**src/rtl/arm_pipe_hazard_ctrl.sv**
```systemverilog
// ARM 5-stage pipeline control: D->E->M->W control registers, NZCV, hazards.
// HAZARD_FORWARDING_EN selects bypass forwarding; undefined resolves RAW by stalling.
module arm_pipe_hazard_ctrl #(
    parameter int CTRL_W = 4,
    parameter int REG_AW = 4
) (
    input  logic              clk,
    input  logic              reset,
    input  logic [3:0]        CondD,
    input  logic [1:0]        FlagWriteD,
    input  logic              PCSrcD,
    input  logic              RegWriteD,
    input  logic              MemWriteD,
    input  logic              MemtoRegD,
    input  logic              BranchD,
    input  logic [CTRL_W-1:0] CtrlD,
    input  logic [REG_AW-1:0] RA1D,
    input  logic [REG_AW-1:0] RA2D,
    input  logic [REG_AW-1:0] WA3D,
    input  logic [3:0]        ALUFlagsE,
    output logic [CTRL_W-1:0] CtrlE,
    output logic              MemWriteM,
    output logic              RegWriteW,
    output logic              MemtoRegW,
    output logic              PCSrcW,
    output logic [REG_AW-1:0] WA3W,
    output logic              BranchTakenE,
    output logic [1:0]        ForwardAE,
    output logic [1:0]        ForwardBE,
    output logic              StallF,
    output logic              StallD,
    output logic              FlushD,
    output logic              FlushE,
    output logic [3:0]        Flags
);

    typedef struct packed {
        logic [3:0]        cond;
        logic [1:0]        fw;
        logic              pcsrc;
        logic              regwrite;
        logic              memwrite;
        logic              memtoreg;
        logic              branch;
        logic [CTRL_W-1:0] ctrl;
`ifdef HAZARD_FORWARDING_EN
        logic [REG_AW-1:0] ra1;
        logic [REG_AW-1:0] ra2;
`endif
        logic [REG_AW-1:0] wa3;
    } de_t;

    typedef struct packed {
        logic              pcsrc;
        logic              regwrite;
        logic              memwrite;
        logic              memtoreg;
        logic [REG_AW-1:0] wa3;
    } em_t;

    typedef struct packed {
        logic              pcsrc;
        logic              regwrite;
        logic              memtoreg;
        logic [REG_AW-1:0] wa3;
    } mw_t;

    de_t        de_q, de_d;
    em_t        em_q, em_d;
    mw_t        mw_q, mw_d;
    logic [3:0] flags_q, flags_d;
    logic       condex;
    logic       hz_stall;
    logic       pc_pend;
    logic [1:0] fw_g;
    logic       n, z, c, v;

    assign {n, z, c, v} = flags_q;

    // Condition evaluation of the Execute instruction against current flags
    always_comb begin
        case (de_q.cond)
            4'h0:    condex = z;
            4'h1:    condex = !z;
            4'h2:    condex = c;
            4'h3:    condex = !c;
            4'h4:    condex = n;
            4'h5:    condex = !n;
            4'h6:    condex = v;
            4'h7:    condex = !v;
            4'h8:    condex = c & !z;
            4'h9:    condex = !c | z;
            4'ha:    condex = (n == v);
            4'hb:    condex = (n != v);
            4'hc:    condex = !z & (n == v);
            4'hd:    condex = z | (n != v);
            default: condex = 1'b1;
        endcase
    end

    // Stall and forwarding decisions from current pipeline occupancy
    always_comb begin
        ForwardAE = 2'b00;
        ForwardBE = 2'b00;
`ifdef HAZARD_FORWARDING_EN
        hz_stall = de_q.memtoreg & de_q.regwrite &
                   ((de_q.wa3 == RA1D) | (de_q.wa3 == RA2D));
        if (em_q.regwrite && em_q.wa3 == de_q.ra1)
            ForwardAE = 2'b10;
        else if (mw_q.regwrite && mw_q.wa3 == de_q.ra1)
            ForwardAE = 2'b01;
        if (em_q.regwrite && em_q.wa3 == de_q.ra2)
            ForwardBE = 2'b10;
        else if (mw_q.regwrite && mw_q.wa3 == de_q.ra2)
            ForwardBE = 2'b01;
`else
        hz_stall = (de_q.regwrite &
                    ((de_q.wa3 == RA1D) | (de_q.wa3 == RA2D))) |
                   (em_q.regwrite &
                    ((em_q.wa3 == RA1D) | (em_q.wa3 == RA2D)));
`endif
    end

    assign pc_pend      = PCSrcD | de_q.pcsrc | em_q.pcsrc;
    assign BranchTakenE = de_q.branch & condex;
    assign StallF       = hz_stall | pc_pend;
    assign StallD       = hz_stall;
    assign FlushD       = pc_pend | mw_q.pcsrc | BranchTakenE;
    assign FlushE       = hz_stall | BranchTakenE;
    assign fw_g         = de_q.fw & {2{condex}};

    // Next-state: bubble on FlushE, condition-gated enables into Memory
    always_comb begin
        de_d = '0;
        if (!FlushE) begin
            de_d.cond     = CondD;
            de_d.fw       = FlagWriteD;
            de_d.pcsrc    = PCSrcD;
            de_d.regwrite = RegWriteD;
            de_d.memwrite = MemWriteD;
            de_d.memtoreg = MemtoRegD;
            de_d.branch   = BranchD;
            de_d.ctrl     = CtrlD;
`ifdef HAZARD_FORWARDING_EN
            de_d.ra1      = RA1D;
            de_d.ra2      = RA2D;
`endif
            de_d.wa3      = WA3D;
        end
        em_d.pcsrc    = de_q.pcsrc & condex;
        em_d.regwrite = de_q.regwrite & condex;
        em_d.memwrite = de_q.memwrite & condex;
        em_d.memtoreg = de_q.memtoreg;
        em_d.wa3      = de_q.wa3;
        mw_d.pcsrc    = em_q.pcsrc;
        mw_d.regwrite = em_q.regwrite;
        mw_d.memtoreg = em_q.memtoreg;
        mw_d.wa3      = em_q.wa3;
        flags_d[3:2]  = fw_g[1] ? ALUFlagsE[3:2] : flags_q[3:2];
        flags_d[1:0]  = fw_g[0] ? ALUFlagsE[1:0] : flags_q[1:0];
    end

    // Pipeline registers and flags with synchronous reset
    always_ff @(posedge clk) begin
        if (reset) begin
            de_q    <= '0;
            em_q    <= '0;
            mw_q    <= '0;
            flags_q <= '0;
        end else begin
            de_q    <= de_d;
            em_q    <= em_d;
            mw_q    <= mw_d;
            flags_q <= flags_d;
        end
    end

    assign CtrlE     = de_q.ctrl;
    assign MemWriteM = em_q.memwrite;
    assign RegWriteW = mw_q.regwrite;
    assign MemtoRegW = mw_q.memtoreg;
    assign PCSrcW    = mw_q.pcsrc;
    assign WA3W      = mw_q.wa3;
    assign Flags     = flags_q;

endmodule
```
**config.mk**
```make
export PLATFORM = sky130hd
export DESIGN_NAME = arm_pipe_hazard_ctrl
export DESIGN_NICKNAME = d
export VERILOG_FILES = /design/src/rtl/arm_pipe_hazard_ctrl.sv
export SDC_FILE = /design/constraint.sdc
export NUM_CORES = 1
export LEC_CHECK = 0
export ABC_AREA = 1
export BUFFER_PORTS_ARGS = -buffer_cell sky130_fd_sc_hd__buf_2
export CORE_MARGIN = 2
export CORE_UTILIZATION = 30
export DETAILED_ROUTE_END_ITERATION = 10
export PLACE_DENSITY = 0.58
export REMOVE_ABC_BUFFERS = 1
export SYNTH_ARGS = -nofsm -noshare
export SYNTH_HDL_FRONTEND = slang
export SYNTH_SLANG_ARGS = --single-unit
```
**constraint.sdc**
```tcl
create_clock -name clk -period 3.4 [get_ports clk]
set_input_delay 0.51 -clock clk [delete_from_list [all_inputs] [get_ports clk]]
set_output_delay 0.51 -clock clk [all_outputs]
set_load 0.02 [all_outputs]
```
# --- Yosys cells after proc, flatten, opt, wreduce, memory -nomap -nowiden ---
# Cells that the tools add are included.
word_totals:
  ff_bits: 38
  latchBits: 0
  ram_bits: 0
  mem_bits_ro: 0
  in_bits: 33
  out_inout_bits: 25
  word_cells: 66
  n_memories: 0
op_classes:
  addsub: 0
  multipliers: 0
  div_mod_pow: 0
  order_cmp: 0
  eq_ne: 19
  shifts: 0
  n_mux: 1
  bitwise: 20
  reduce_logical: 6
op_table:
  columns: ["cell", "count"]
  rows:
  - ["4-bit == test (second input constant)", 6]
  - ["4-bit by 3-bit == test with 1-bit output (second input constant)", 4]
  - ["4-bit == test", 4]
  - ["1-bit one-hot mux with 14 select lines", 1]
  - ["1-bit bitwise OR", 11]
  - ["1-bit AND", 8]
  - ["4-bit by 2-bit == test with 1-bit output (second input constant)", 2]
  - ["4-bit by 1-bit == test with 1-bit output (second input constant)", 1]
  - ["1-bit zero test", 4]
  - ["4-bit zero test", 1]
  - ["2-bit AND", 1]
  - ["2-bit OR reduction", 1]
  - ["1-bit == test", 1]
  - ["1-bit inequality test", 1]

# --- Longest topological paths before layout ---
logic_depth:
  word_depth: 6
  depth_mapped: 12
  mapped_depth_nobuf: 11

# --- Least setup slack after synthesis ---
# No wires, ideal clock.
synth_path:
  kind: "reg2out"
  startpoint: "reg flags_q[3], in the netlist Flags[3]"
  endpoint: "out FlushD"
  t_arrival_ns: 1.351
  required_ns: 2.890
  path_slack_ns: 1.539
  path_stages_with_launch: 10
  n_path_buf: 0
  cell_sequence: "dfxtp_1 inv_1 nand2_1 nand3_1 nand3_1 nand2_1 nor2_1 nand2_2 nand2_4 nand3b_1"
synth_between:
  elab_chain_len: 5
  word_cells_on_any_way: 8
  classes_between: "eq/ne (2); mux (1); bitwise (4); reduce/logical (1)"
synth_rtl:
  columns: ["element", "line_no", "source"]
  rows:
  - ["from (decl)", "71", "logic [3:0] flags_q, flags_d;"]
  - ["from (signal assigned)", "174", "flags_q <= flags_d;"]
  - ["1-bit inequality test / 1-bit == test (equally long branches)", null, null]
  - ["1-bit bitwise OR / 1-bit AND (equally long branches)", "96, 95", null]
  - ["1-bit one-hot mux with 14 select lines *", "82", "case (de_q.cond)"]
  - ["1-bit AND *", "125", "assign BranchTakenE = de_q.branch & condex;"]
  - ["1-bit bitwise OR *", "128", "assign FlushD = pc_pend | mw_q.pcsrc | BranchTakenE;"]
  - ["to (decl)", "32", "output logic FlushD,"]
# Every way passes the cells marked *; elsewhere a longest branch is shown, timed or not.

# --- Worst setup path after layout ---
layout_path:
  startpoint: "reg flags_q[0], in the netlist Flags[0]"
  endpoint: "out FlushD"
# The elaborated chain is that of the path after synthesis.

==> metrics.md <==
| Metric | Value |
|---|---|
| H-tree depth | `2` |
| Most common cell after layout, fill and taps aside | `nand2_1` |
| Max Fclk | `0.4400 GHz` |
| Finished Core Util | `38.02%` |
| Total GRT Usage | `11.34%` |
| Nets@finish | `357` |
| Largest net degree at the start of global routing | `20` |
| Worst setup EP type | `output pin` |
| Initial antenna violation count | `0` |
| Die area | `6589 sq um` |
| Worst-path clk slew | `0.08 ns` |
| Vias in the first global route | `1,278` |
| Clk Latency, worst-skew pair | `0.29 ns` |
| Cells after synthesis | `271` |
| PwrDens | `517.9 nW/um^2` |
| Lkg Pwr | `1.268 nW` |
| Syn Area/Cell | `6.593 sq um` |
| Startpoint types | `flip-flop` |
| CP Class | `flip-flop to output pin` |
| Fraction of layout instances using a drive strength above 1 | `24.31%` |
| Pins Over Slew Limit | `0` |
| GRT overflow | `0` |
| Synthesis-to-layout area growth | `24.51%` |
| Num CTS Buffers | `5` |
| Post-DR wirelength/cell | `8.948 microns` |
| First-pass GRT wire length | `5706 microns` |
| Synth cell types | `20` |
| Post-route ant nets | `0` |
| Worst min path class | `flip-flop to flip-flop` |
| Routability cong. | `0.7390` |
| Sequential cell area fraction in the yosys report | `42.58%` |
| Req. time, crit path | `2.89 ns` |
| Maximum vdd drop | `0.2131 mV` |
| Yosys warning total | `0` |
| DRC Markers | `0` |
| Initial Util | `30.54%` |
| Setup tns final | `0 ns` |
| Vias/cell | `3.973` |
| # IOs | `58` |
| Core box area | `5851 sq um` |
| Die H | `81.18 microns` |
| Worst slack at placement | `1.418 ns` |
| Critical path arrival | `1.76 ns` |
| Buffers on Ports | `53` |
| 1st-iter DRT viols | `35` |
| Final setup fails | `0` |
| Maxcap violations | `0` |
| DP HPWL | `2743 microns` |
| Post-CTS sizing | `0` |
| Clk Tree Root Cell | `clkbuf_8` |
| Mapped Area | `1787 sq um` |
| Fillers | `617` |
| CP Max Fanout | `6` |
| Post-CTS setup buffers | `0` |
| Setup ws final | `1.127 ns` |
| Multi-input gate area | `744.5 sq um` |
| Post-CTS Hold Fix Bufs | `0` |
| Final hold vios | `0` |
| FF+latch count, synth | `38` |
| Skew final | `0.004091 ns` |
| CTS Buffer Depth | `2` |
| Routed wire length | `3579 microns` |
| Outcome | `completed` |
| # diodes | `0` |
| RSZ-0062 raised after global routing | `no` |
| Final min period | `2.273 ns` |
| Via Count | `1,589` |
| Row count | `28` |
| Final Cell Area | `2225 sq um` |
| Commonest cells after routing, fill and taps aside | `nand2_1, inv_1, buf_2, nor2_1, dfxtp_1` |
| TritonCTS clock tree | `yes` |
| FF+latch area | `760.7 sq um` |
| Die width | `81.18 microns` |
| Placed cell areas | `2082 sq um` |
| CTS sink cnt | `38` |
| Crit share post-route | `66.84%` |
| Router iterations before antenna repair | `4` |
==> logic make-up after synthesis <==
group,Yosys count,share of synthesized area [%]
xor gates and xnor gates,4,1.961
AOI/OAI and AO/OA,3,0.8401
buffers and inverters,68,16.39
DFF,38,42.58
and+or+nand+nor,157,38.03
other,1,0.2099
==> where the power goes <==
group	internal (mW)	switching [mW]
clock network	0.313	0.159
registers	0.473	0.0219
logic	0.0671	0.118
==> worst max-delay path, stage by stage, from the launching register on <==
cell and delay, ns:
dfxtp_1 0.45, inv_1 0.09, nand2_1 0.10, nand3_1 0.07, nand3_1 0.11, nand2_1 0.06, nor2_1 0.12, nand2_2 0.13
nand2_4 0.11, nand3b_1 0.08, buf_2 0.17
==> cells in the mapped netlist <==
master    instances  area (sq um)
a21oi_1           3         15.01
nor3_1            1         5.000
conb_1            1         3.750
clkbuf_1          1         3.750
nand3_4           1         17.52
inv_1            55         206.5
nor2_2           11         68.82
clkinv_1          2         7.510
nand2_1          76         285.3
nand2_4           1         11.26
nand3_2           3         30.03
buf_6             1         11.26
xor2_1            4         35.03
nand3b_1          1         7.510
nand3_1          12         60.06
buf_4             8         60.06
nand2_2           1         6.260
inv_2             1         3.750
dfxtp_1          38         760.7
nor2_1           50         187.7
==> final cells by class <==
class,instances,area share [%]
Sequential cell,38,34.20
Clock inverter,2,2.700
Timing Repair Buffer,53,11.92
Multi-Input combinational cell,168,33.46
Tap cell,75,4.218
Inverter,58,9.786
Clock buffer,6,3.712
==> metrics by stage <==
step                hold WS [ns]  total power [mW]  std cells
floorplan                 0.3883            0.6283        264
global route              0.4211             1.213        400
CTS                       0.4081             1.173        400
detailed placement        0.3976            0.6932        392
global placement          0.3921            0.6914        392
finish                    0.4045             1.152        400
==> flip-flops by register name, summed over array words and instances, names as in the netlist <==
name,flops
MemWriteM,1
CtrlE,4
em_q,7
de_q,15
WA3W,4
RegWriteW,1
PCSrcW,1
MemtoRegW,1
Flags,4
==> metal layers <==
metal	up-vias	track usage (%)	routed length, microns
met1	682	14.12	1708
met5	-	0	0
met2	30	18.51	1664
li1	872	-	-
met4	0	5.593	68
met3	5	2.444	137
==> worst paths after layout <==
| check | startpoint | endpoint | slack [ns] | cells after the start |
|---|---|---|---|---|
| worst max-delay path | Flags[0] | FlushD | 1.13 | 10 |
| worst min register to register | de_q[9] | em_q[4] | 0.40 | 2 |
| worst max register to register | Flags[0] | de_q[16] | 1.67 | 10 |
| worst min-delay path | de_q[9] | em_q[4] | 0.40 | 2 |
Note: power is estimated with default switching activity, not from simulation.
